===== src/rtl/cim_input_loader.sv =====
// Loads NUM_WORDS reads from a dual-lane input FIFO into one wide CIM input vector
// and presents it with a valid/ready handshake, one job of vec_num vectors per start.
module cim_input_loader #(
    parameter int DATA_WIDTH        = 32,
    parameter int NUM_WORDS         = 4,
    parameter int ADDR_CIM_IN_WIDTH = 8
) (
    input  logic                                CLK_RD,
    input  logic                                RST_RD,
    input  logic                                start,
    input  logic [7:0]                          vec_num,
    input  logic [ADDR_CIM_IN_WIDTH-1:0]        base_addr,
    input  logic                                col_en,
    input  logic [1:0]                          empty,
    input  logic [2*DATA_WIDTH-1:0]             RD_DATA,
    output logic [1:0]                          RD_EN,
    output logic [1:0]                          reg_en_flag,
    output logic [2*NUM_WORDS*DATA_WIDTH-1:0]   cim_in_data,
    output logic [ADDR_CIM_IN_WIDTH-1:0]        cim_in_addr,
    output logic                                cim_in_valid,
    input  logic                                cim_in_ready,
    output logic                                busy,
    output logic                                done
);

    localparam int WCW = (NUM_WORDS > 1) ? $clog2(NUM_WORDS) : 1;

    localparam logic [2:0] IDLE    = 3'd0;
    localparam logic [2:0] READ    = 3'd1;
    localparam logic [2:0] CAPTURE = 3'd2;
    localparam logic [2:0] PRESENT = 3'd3;
    localparam logic [2:0] FINISH  = 3'd4;

    logic [2:0]            state, state_nxt;
    logic [WCW-1:0]        word_cnt;
    logic [7:0]            vec_cnt;
    logic [7:0]            vec_num_r;
    logic                  col_r;
    logic                  last_word;
    logic                  last_vec;
    logic                  fifo_ready;
    logic [DATA_WIDTH-1:0] lane1_word;

    assign last_word  = (word_cnt == WCW'(NUM_WORDS - 1));
    assign last_vec   = ((vec_cnt + 8'd1) == vec_num_r);
    assign fifo_ready = (empty == 2'b00);

    // Column-extension mode carries only a 4-bit field on lane 1.
    assign lane1_word = col_r ? {{(DATA_WIDTH-4){1'b0}}, RD_DATA[DATA_WIDTH+3:DATA_WIDTH]}
                              : RD_DATA[2*DATA_WIDTH-1:DATA_WIDTH];

    always_comb begin
        // NOTE: default first so no path leaves state_nxt unassigned and infers a latch.
        state_nxt = state;
        case (state)
            IDLE:    if (start) state_nxt = (vec_num != 8'd0) ? READ : FINISH;
            READ:    if (fifo_ready) state_nxt = CAPTURE;
            CAPTURE: state_nxt = last_word ? PRESENT : READ;
            PRESENT: if (cim_in_ready) state_nxt = last_vec ? FINISH : READ;
            FINISH:  state_nxt = IDLE;
            default: state_nxt = IDLE;
        endcase
    end

    // Reads and capture gating are decoded from state so they cannot outlive the cycle.
    assign RD_EN        = (state == READ && fifo_ready) ? (col_r ? 2'b01 : 2'b11) : 2'b00;
    assign reg_en_flag  = (state == CAPTURE) ? 2'b11 : 2'b00;
    assign cim_in_valid = (state == PRESENT);
    assign busy         = (state != IDLE);
    assign done         = (state == FINISH);

    always_ff @(posedge CLK_RD or posedge RST_RD) begin
        if (RST_RD) begin
            // NOTE: the assembled vector is a plain register, not a RAM, so it is reset
            // with the rest of the state to give a clean all-zero output after reset.
            state       <= IDLE;
            word_cnt    <= '0;
            vec_cnt     <= '0;
            vec_num_r   <= '0;
            col_r       <= 1'b0;
            cim_in_addr <= '0;
            cim_in_data <= '0;
        end else begin
            // NOTE: non-blocking throughout so every register sees pre-edge values.
            state <= state_nxt;
            case (state)
                IDLE: begin
                    if (start) begin
                        vec_num_r   <= vec_num;
                        col_r       <= col_en;
                        cim_in_addr <= base_addr;
                        vec_cnt     <= '0;
                        word_cnt    <= '0;
                    end
                end
                CAPTURE: begin
                    for (int k = 0; k < NUM_WORDS; k++) begin
                        if (word_cnt == WCW'(k)) begin
                            cim_in_data[k*DATA_WIDTH +: DATA_WIDTH]             <= RD_DATA[DATA_WIDTH-1:0];
                            cim_in_data[(NUM_WORDS+k)*DATA_WIDTH +: DATA_WIDTH] <= lane1_word;
                        end
                    end
                    word_cnt <= last_word ? '0 : word_cnt + WCW'(1);
                end
                PRESENT: begin
                    if (cim_in_ready) begin
                        vec_cnt     <= vec_cnt + 8'd1;
                        cim_in_addr <= cim_in_addr + ADDR_CIM_IN_WIDTH'(1);
                    end
                end
                default: ;
            endcase
        end
    end

endmodule


===== config.mk =====
export PLATFORM = sky130hd
export DESIGN_NAME = cim_input_loader
export DESIGN_NICKNAME = d
export VERILOG_FILES = /design/src/rtl/cim_input_loader.sv
export SDC_FILE = /design/constraint.sdc
export NUM_CORES = 1
export LEC_CHECK = 0
export CAP_MARGIN = 10
export CORE_MARGIN = 2
export CORE_UTILIZATION = 35
export DETAILED_ROUTE_END_ITERATION = 6
export GPL_ROUTABILITY_DRIVEN = 0
export PLACE_DENSITY_LB_ADDON = 0.1
export SLEW_MARGIN = 30
export SYNTH_ARGS = -nofsm -noshare
export SYNTH_HDL_FRONTEND = slang
export SYNTH_SLANG_ARGS = --single-unit

===== constraint.sdc =====
create_clock -name CLK_RD -period 14.2 [get_ports CLK_RD]
set_input_delay 1.42 -clock CLK_RD [delete_from_list [all_inputs] [get_ports CLK_RD]]
set_output_delay 1.42 -clock CLK_RD [all_outputs]
set_load 0.02 [all_outputs]

==> out/summary.txt, run 1 <==
Max-cap violations - 0
Worst-path fanout max - 3
Standard-cell rows - 66
Die X - 186.3 µm
HP Class - flop to flop
Syn avg cell area - 12.90 µm²
Drt via density - 4.652
Psw - 1519 µW
FFs w/ async S/R, synth - 100.0%
Pwr Density - 254.9 nW/µm²
Die H - 186.3 µm
R2R Path Start - state[1]$_DFFE_PP0P_
Finish-stage setup viols - 0
Yosys Warn Count - 0
Pre-CTS WS - 9.898 ns
Skew final - 0.009183 ns
Switching Share - 35.69%
Layout cell share with drive strength beyond 1 - 16.46%
Worst-case clock buffer depth - 3
Final-stage net count - 1346
DR pass1 iterations - 6
Reg2reg path depth - 4
Internal power - 2737 µW
Main combinational cell family by area after synthesis - multiplexers
RSZ-0062 raised after global routing - false
Simple-gate area share of the yosys netlist - 9.190%
Hold depth - 2
Reg2Reg Setup Slack - 11.37 ns
Seq pwr share - 33.5%
WL final - 32510 µm
DRC - 0
CTS tree - done
Arr. time, crit path - 2.88 ns
Critical path class - input pin to output port
Antenna violations before repair - 1
Grt ovf - 0
Leakage - 0.007631 µW
# diodes - 0
Drt wl/cell - 18.92 µm
Largest net degree at the start of global routing - 109
Final ANT Viol Nets - 0
Cell variety after synth - 44
RR Endpoint - cim_in_data[4]$_DFFE_PP0P_
Fillcell total - 2925
First-pass GRT wire length - 49720 µm
Hold Buf Count CTS - 0
Post-CTS Resized - 0
Clock latency at the later pin of the worst-skew pair - 0.50 ns
Area Overhead vs Synth - 43.61%
Top cell type by total area after synthesis - dfrtp_1
Dpl hpwl - 22040 µm
Fin. max-slew vios - 0
Core area - 32620 µm²
Worst setup SP type - input pin
Total power - 4256 µW
Synthesized cell area - 11630 µm²
H-Tree Depth - 2
Iteration-0 DRC Markers - 333
Min-delay src - cim_in_data[159]$_DFFE_PP0P_
GRT Overall Usage - 18.70%
CP required - 12.78 ns
Synthesized instance count - 901
Slew HR - 42.45%
Vias in the first global route - 8036
# port buffers - 357
Root buffer cell - clkbuf_16
DP Cell Count - 1658
Setup Buffers After CTS - 0
Post-synthesis mux area share - 17.16%
Synth Area in Adders - 0.6456%
EDFF count, synth - 0
Worst Max-Slew Pin Slew - 0.8632 ns
Number of top-level pins - 358
Power share of the clock group - 21.1%
Syn_nets - 994
Combinational power share - 45.4%
FMAX - 232.7 MHz
Hold Vio Cnt, Final - 0
PnR worst setup slack - 9.902 ns
Sequential fraction of the synthesis area - 61.55%
Post-route minimum period - 4.298 ns
Setup TNS - 0 ns
Fin crit share - 30.27%
Cts bufs inserted - 35
Die Area - 34690 µm²
Crit end category - output port
Initial Utilization - 35.65%
Worst-path clk slew - 0.05 ns
Finished Layout Cells - 1718
Via count - 7992
Outcome - finished clean
Top FF cell, synth - dfrtp_1
Synth Area in XOR/XNOR - 1.141%
Synth area leaders - dfrtp_1 (62%), mux2_4 (13%), o21ai_0 (5.5%), nand2_1 (5.0%), mux2_2 (4.2%)
Peak supply drop - 0.0001232 V
Min-Delay Endpoint - cim_in_data[159]$_DFFE_PP0P_
Compound-cell area share of the yosys netlist - 7.296%
Area fraction of the dominant cell type after synthesis - 61.55%
Sinks on the clock net - 286
Yosys reg bits - 286
[worst max path at each step]
stage          startpoint                    endpoint  slack, ns  cells past startpoint
2_1_floorplan      RST_RD  cim_in_addr[0]$_DFFE_PP0P_       4.89                      1
3_3_place_gp     empty[1]                    RD_EN[1]       9.88                      5
3_5_place_dp     empty[1]                    RD_EN[1]       9.90                      5
4_1_cts          empty[1]                    RD_EN[1]       9.88                      5
5_1_grt          empty[1]                    RD_EN[1]       9.80                      5
6_report         empty[1]                    RD_EN[1]       9.90                      5
[per-layer routing]
metal | share of wire, % | GRT usage (%) | up-vias
met2 | 43 | 27.96 | 271
li1 | - | - | 3790
met1 | 44 | 25.42 | 3878
met5 | 0.040 | 0 | -
met4 | 2.1 | 5.039 | 2
met3 | 11 | 7.224 | 51
[per-stage QoR]
stage          instance area (µm²)  util [%]  hold WS (ns)
2_1_floorplan                11630         -        0.4652
3_3_place_gp                 15520     47.59        0.4596
3_5_place_dp                 15520     47.59        0.4690
4_1_cts                      16700     51.19        0.4818
5_1_grt                      16700     51.19        0.4999
6_report                     16700     51.19        0.4758
[cell families (layout without fill, tap and decap cells)]
group,count (synthesis),count (layout)
adder cells (fa/ha/maj),6,6
multiplexers,145,145
XOR/XNOR,12,12
flip-flops,286,286
AND/OR/NAND/NOR,236,236
AO/OA/AOI/OAI,158,158
buffers and inverters,58,433
[critical path, cell delays in order]
cell and delay (ns):
clkdlybuf4s50_1 0.39, nor2_1 0.15, nand3_1 0.14, nor2_1 0.15, clkdlybuf4s50_1 0.62
[layout by cell type, fill, tap and decap left out, types with 3 or more instances in the layout]
cell             instances
and3_1                   6
buf_4                    9
xnor2_1                  8
mux2_4                  97
clkbuf_1                 7
clkbuf_16               37
mux2_1                   4
nand2_1                154
clkdlybuf4s50_1        357
clkinv_2                 3
a21oi_1                 12
mux2_2                  43
inv_1                    5
clkbuf_8                10
ha_1                     6
nor2_1                  15
nand2b_1                30
nand3_1                 13
or3_1                    3
o21ai_0                128
nand2_4                  4
o2bb2ai_1                3
dfrtp_1                286
[power groups by stage]
stage | combinational [µW] | sequential [µW] | clock [µW]
floorplan | 547 | 1860 | 0
global placement | 1940 | 1430 | 0
detailed placement | 1950 | 1440 | 0
CTS | 1960 | 1430 | 925
global route | 2070 | 1480 | 964
finish | 1930 | 1430 | 897
[flip-flops by register name, indices dropped and copies added, names as in the netlist]
signal / count
cim_in_addr: 8
cim_in_data: 256
col_r: 1
state: 3
vec_cnt: 8
vec_num_r: 8
word_cnt: 2
[cells in the mapped netlist (3+ instances only)]
cell type and count:
a21oi_1 12, and3_1 6, buf_2 4, buf_4 4, buf_6 15, clkbuf_1 28, dfrtp_1 286, ha_1 6
inv_1 6, mux2_1 4, mux2_2 43, mux2_4 97, nand2_1 154, nand2_2 4, nand2b_1 30, nand3_1 13
nor2_1 15, o21ai_0 128, o2bb2ai_1 3, or3_1 3, xnor2_1 8
[area by class of cell]
class	instances	area, µm²	area share, %
Tap cell	442	553.0	3.312
Inverter	7	33.78	0.2023
Clock buffer	54	1090	6.526
Multi-Input combinational cell	557	4140	24.79
Clock inverter	6	83.83	0.5020
Sequential cell	286	7157	42.86
Timing Repair Buffer	366	3641	21.80
Power figures use the tool's default switching activity.
==> run 2, diff against run 1 <==
==> constraint.sdc (replaced) <==
create_clock -name CLK_RD -period 3.58 [get_ports CLK_RD]
set_input_delay 0.358 -clock CLK_RD [delete_from_list [all_inputs] [get_ports CLK_RD]]
set_output_delay 0.358 -clock CLK_RD [all_outputs]
set_load 0.02 [all_outputs]
==> out/summary.txt, run 2 (same netlist as run 1, synthesis figures left out) <==
Post-route minimum period - 2.766 ns
Peak supply drop - 0.0005318 V
DRC - 0
Reg2reg path depth - 4
Worst Max-Slew Pin Slew - 0.7815 ns
CTS tree - done
Worst-path clk slew - 0.06 ns
H-Tree Depth - 2
Fin crit share - 77.27%
Clock latency at the later pin of the worst-skew pair - 0.51 ns
Skew final - 0.009704 ns
Die X - 186.3 µm
Critical path buffers and inverters - 1
Crit path max-delay family - buffers and inverters
Number of flip-flops in the largest register - 256
Reg2Reg Setup Slack - 1.04 ns
HP Class - input pin to async pin
Max-cap violations - 0
PnR worst setup slack - 0.8136 ns
GRT Overall Usage - 18.80%
Root buffer cell - clkbuf_16
WHS - 0.2803 ns
Arr. time, crit path - 2.41 ns
Sinks on the clock net - 286
Switching Share - 36.21%
Vias in the first global route - 8238
RR Endpoint - cim_in_data[45]$_DFFE_PP0P_
WL final - 32880 µm
DP Cell Count - 1665
Final ANT Viol Nets - 0
Crit-path max cell delay - 0.77 ns
Die H - 186.3 µm
Psw - 6074 µW
# port buffers - 357
Power share of the clock group - 20.2%
Hold Vio Cnt, Final - 0
Grt ovf - 0
Critical path, cell by cell - nor3b_4 -> clkdlybuf4s50_1
Antenna violations before repair - 1
Largest net degree at the start of global routing - 81
Internal power - 10700 µW
Cts bufs inserted - 34
Critical path class - flop to output port
Drt wl/cell - 19.07 µm
Dpl hpwl - 22940 µm
Crit end category - output port
Post-CTS Resized - 0
First-pass GRT wire length - 50170 µm
Initial Utilization - 35.65%
Standard-cell rows - 66
Worst-case clock buffer depth - 3
Hold Buf Count CTS - 0
Layout cell share with drive strength beyond 1 - 16.71%
R2R Path Start - state[1]$_DFFE_PP0P_
Fin. max-slew vios - 0
RSZ-0062 raised after global routing - false
Seq pwr share - 34.1%
FMAX - 361.5 MHz
Worst-path fanout max - 10
Setup Buffers After CTS - 0
Iteration-0 DRC Markers - 272
Pre-CTS WS - 1.037 ns
CP required - 3.22 ns
Outcome - finished clean
Number of top-level pins - 358
Slowest CP cell - clkdlybuf4s50_1
Area Overhead vs Synth - 44.24%
Finished Layout Cells - 1724
Via count - 8073
Drt via density - 4.683
Combinational power share - 45.7%
DR pass1 iterations - 4
Finish-stage setup viols - 0
Leakage - 0.007662 µW
Die Area - 34690 µm²
Pwr Density - 1000 nW/µm²
Commonest cells after routing, fill and taps aside - clkdlybuf4s50_1 (357), dfrtp_1 (286), nand2_1 (154), o21ai_0 (128), mux2_4 (97)
Core area - 32620 µm²
Commonest non-fill, non-tap cell in the layout - clkdlybuf4s50_1
Largest register by flop count - cim_in_data
Final-stage net count - 1352
Slew HR - 47.71%
Worst setup SP type - flop
Fillcell total - 2923
run 2: cell count changes in the layout (fill, tap and decap cells not counted):
cell	change
clkbuf_8	-1
clkbuf_1	+1
clkbuf_16	-2
buf_12	+8
bufinv_16	-1
buf_4	-1
clkinvlp_4	+1
diode_2	+1
run 2: per-layer routing:
layer	track usage (%)	wire length [µm]
met1	24.61	14060
met2	30.14	15250
met3	5.861	2839
met4	5.354	716
met5	0	13
run 2: final cells by class:
type,instances,area [µm²],area share [%]
Inverter,7,30.03,0.1791
Sequential cell,286,7157,42.67
Multi-Input combinational cell,557,4140,24.69
Antenna cell,1,2.502,0.01492
Clock buffer,52,1030,6.140
Clock inverter,6,65.06,0.3879
Tap cell,442,553.0,3.298
Timing Repair Buffer,373,3794,22.62
run 2: worst max path at each step:
stage / startpoint / to / cells after the start
after global placement: state[1]$_DFFE_PP0P_ / cim_in_data[38]$_DFFE_PP0P_ / 4
after floorplan: RST_RD / cim_in_addr[0]$_DFFE_PP0P_ / 1
after CTS: state[1]$_DFFE_PP0P_ / reg_en_flag[0] / 2
after detailed placement: state[1]$_DFFE_PP0P_ / cim_in_data[39]$_DFFE_PP0P_ / 4
after global routing: state[1]$_DFFE_PP0P_ / reg_en_flag[1] / 2
final: state[1]$_DFFE_PP0P_ / reg_en_flag[0] / 2
run 2: power by group through the flow:
stage / registers, µW / logic (µW) / clock network (µW)
2_1_floorplan: 7370 / 2170 / 0
4_1_cts: 5730 / 7770 / 3480
5_1_grt: 5920 / 8200 / 3600
3_3_place_gp: 5730 / 7690 / 0
3_5_place_dp: 5750 / 7760 / 0
6_report: 5720 / 7670 / 3390
run 2: worst register-to-register path, cell delays in order, from the launching register on:
cell,delay [ns]
dfrtp_1,0.48
nor3b_4,0.65
nand2_4,0.47
buf_4,0.45
mux2_4,0.37
run 2: through the flow:
stage	power [µW]	TNS [ns]	utilization [%]	area (µm²)
6_report	16770	0	51.42	16770
5_1_grt	17720	0	51.41	16770
4_1_cts	16980	0	51.41	16770
3_5_place_dp	13510	0	48.05	15670
3_3_place_gp	13420	0	48.05	15670
2_1_floorplan	9545	-162.80	-	11630
==> run 3, diff against run 2 <==
==> constraint.sdc (replaced) <==
create_clock -name CLK_RD -period 2.7 [get_ports CLK_RD]
set_input_delay 0.27 -clock CLK_RD [delete_from_list [all_inputs] [get_ports CLK_RD]]
set_output_delay 0.27 -clock CLK_RD [all_outputs]
set_load 0.02 [all_outputs]
==> out/summary.txt, run 3 (same netlist as run 1, synthesis figures left out) <==
Clock latency at the later pin of the worst-skew pair - 0.51 ns
Reg2reg path depth - 4
Combinational power share - 46.4%
Area Overhead vs Synth - 44.71%
Commonest cells after routing, fill and taps aside - clkdlybuf4s50_1 (357), dfrtp_1 (286), nand2_1 (154), o21ai_0 (128), mux2_4 (97)
Worst-path fanout max - 9
Crit-path max cell delay - 0.73 ns
Fin. max-slew vios - 0
Die Area - 34690 µm²
CTS tree - done
Via count - 7991
DR pass1 iterations - 4
# port buffers - 357
Final core occ - 51.58%
Outcome - finished clean
Number of top-level pins - 358
Seq pwr share - 34.2%
Die H - 186.3 µm
Post-route minimum period - 2.446 ns
RSZ-0062 raised after global routing - false
Number of flip-flops in the largest register - 256
Layout cell share with drive strength beyond 1 - 16.72%
Standard-cell rows - 66
Skew final - 0.01419 ns
Final ANT Viol Nets - 0
Worst-case clock buffer depth - 3
DP Cell Count - 1671
First-pass GRT wire length - 49620 µm
Worst Max-Slew Pin Slew - 0.5158 ns
WL final - 32330 µm
Area taken by multi-input logic gates - 4140 µm²
Peak supply drop - 0.0007070 V
Switching Share - 36.22%
Commonest non-fill, non-tap cell in the layout - clkdlybuf4s50_1
Fin crit share - 90.60%
Cts bufs inserted - 34
Antenna violations before repair - 1
Die X - 186.3 µm
FMAX - 408.8 MHz
Core area - 32620 µm²
Worst setup SP type - flop
Fillcell total - 2884
Pwr Density - 1309 nW/µm²
Initial Utilization - 35.65%
HP Class - input pin to async pin
Final-stage net count - 1358
Worst-path clk slew - 0.06 ns
Root buffer cell - clkbuf_16
Critical path buffers and inverters - 1
Crit end category - output port
Max-cap violations - 0
Post-CTS Resized - 0
Slowest CP cell - clkdlybuf4s50_1
Sinks on the clock net - 286
Critical path class - flop to output port
Finished Layout Cells - 1729
Dpl hpwl - 22650 µm
Setup Buffers After CTS - 0
H-Tree Depth - 2
Internal power - 14040 µW
Psw - 7975 µW
Drt wl/cell - 18.70 µm
Vias in the first global route - 8262
Hold Buf Count CTS - 0
Drt via density - 4.622
Grt ovf - 0
Hold Vio Cnt, Final - 0
WP depth - 2
Leakage - 0.007687 µW
Largest register by flop count - cim_in_data
CP required - 2.43 ns
Reg area - 7157 µm²
Iteration-0 DRC Markers - 330
GRT Overall Usage - 18.57%
Critical path, cell by cell - nor3b_4 -> clkdlybuf4s50_1
Slew HR - 65.61%
Arr. time, crit path - 2.18 ns
Crit path max-delay family - buffers and inverters
Reg2Reg Setup Slack - 0.73 ns
Finish-stage setup viols - 0
Largest net degree at the start of global routing - 92
DRC - 0
Power share of the clock group - 19.4%
==> run 3: final cells by class <==
type	instances	area share, %
multi-input combinational	557	24.61
timing repair buffer	379	23.26
sequential	286	42.53
tap	442	3.287
clock inverter	7	0.4685
inverter	7	0.1785
clock buffer	50	5.651
antenna	1	0.01487
==> run 3: worst paths after layout <==
kind,to,start
worst max-delay path,reg_en_flag[0],state[1]$_DFFE_PP0P_
worst min-delay path,cim_in_data[63]$_DFFE_PP0P_,RST_RD
worst max register to register,cim_in_data[87]$_DFFE_PP0P_,state[1]$_DFFE_PP0P_
worst min register to register,cim_in_data[196]$_DFFE_PP0P_,cim_in_data[196]$_DFFE_PP0P_
max in group asynchronous,cim_in_data[240]$_DFFE_PP0P_,RST_RD
min in group CLK_RD,col_r$_DFFE_PP0P_,col_en
==> run 3: per-layer routing <==
metal	share of wire, %	GRT usage, %	vias to the layer above
met4	1.6	4.567	0
met3	9.2	6.231	36
li1	-	-	3813
met2	47	30.68	252
met1	42	23.54	3890
met5	0	0	-
==> run 3: power by group through the flow <==
stage / Sequential, µW / Combinational [µW] / Clock, µW
floorplan: 9780 / 2880 / 0
global placement: 7530 / 10300 / 0
detailed placement: 7570 / 10300 / 0
CTS: 7540 / 10400 / 4410
global route: 7800 / 10900 / 4610
finish: 7520 / 10200 / 4280
==> run 3: stage by stage <==
| step | total power, µW | hold WS (ns) | cell area [µm²] | setup TNS (ns) | setup WS, ns |
|---|---|---|---|---|---|
| 2_1_floorplan | 12660 | 0.3754 | 11630 | -389.31 | -1.361 |
| 3_3_place_gp | 17810 | 0.4605 | 15790 | 0 | 0.7103 |
| 3_5_place_dp | 17900 | 0.4691 | 15790 | 0 | 0.6929 |
| 4_1_cts | 22310 | 0.07778 | 16820 | 0 | 0.2087 |
| 5_1_grt | 23320 | 0.1044 | 16830 | 0 | 0.1234 |
| 6_report | 22020 | 0.08775 | 16830 | 0 | 0.2539 |
==> run 3: worst reg2reg max path, delay by kind of cell (launching register included) <==
| kind | cells | cell delay [ns] |
|---|---|---|
| flops | 1 | 0.49 |
| simple gates | 2 | 0.74 |
| buf+inv | 1 | 0.27 |
| mux | 1 | 0.36 |
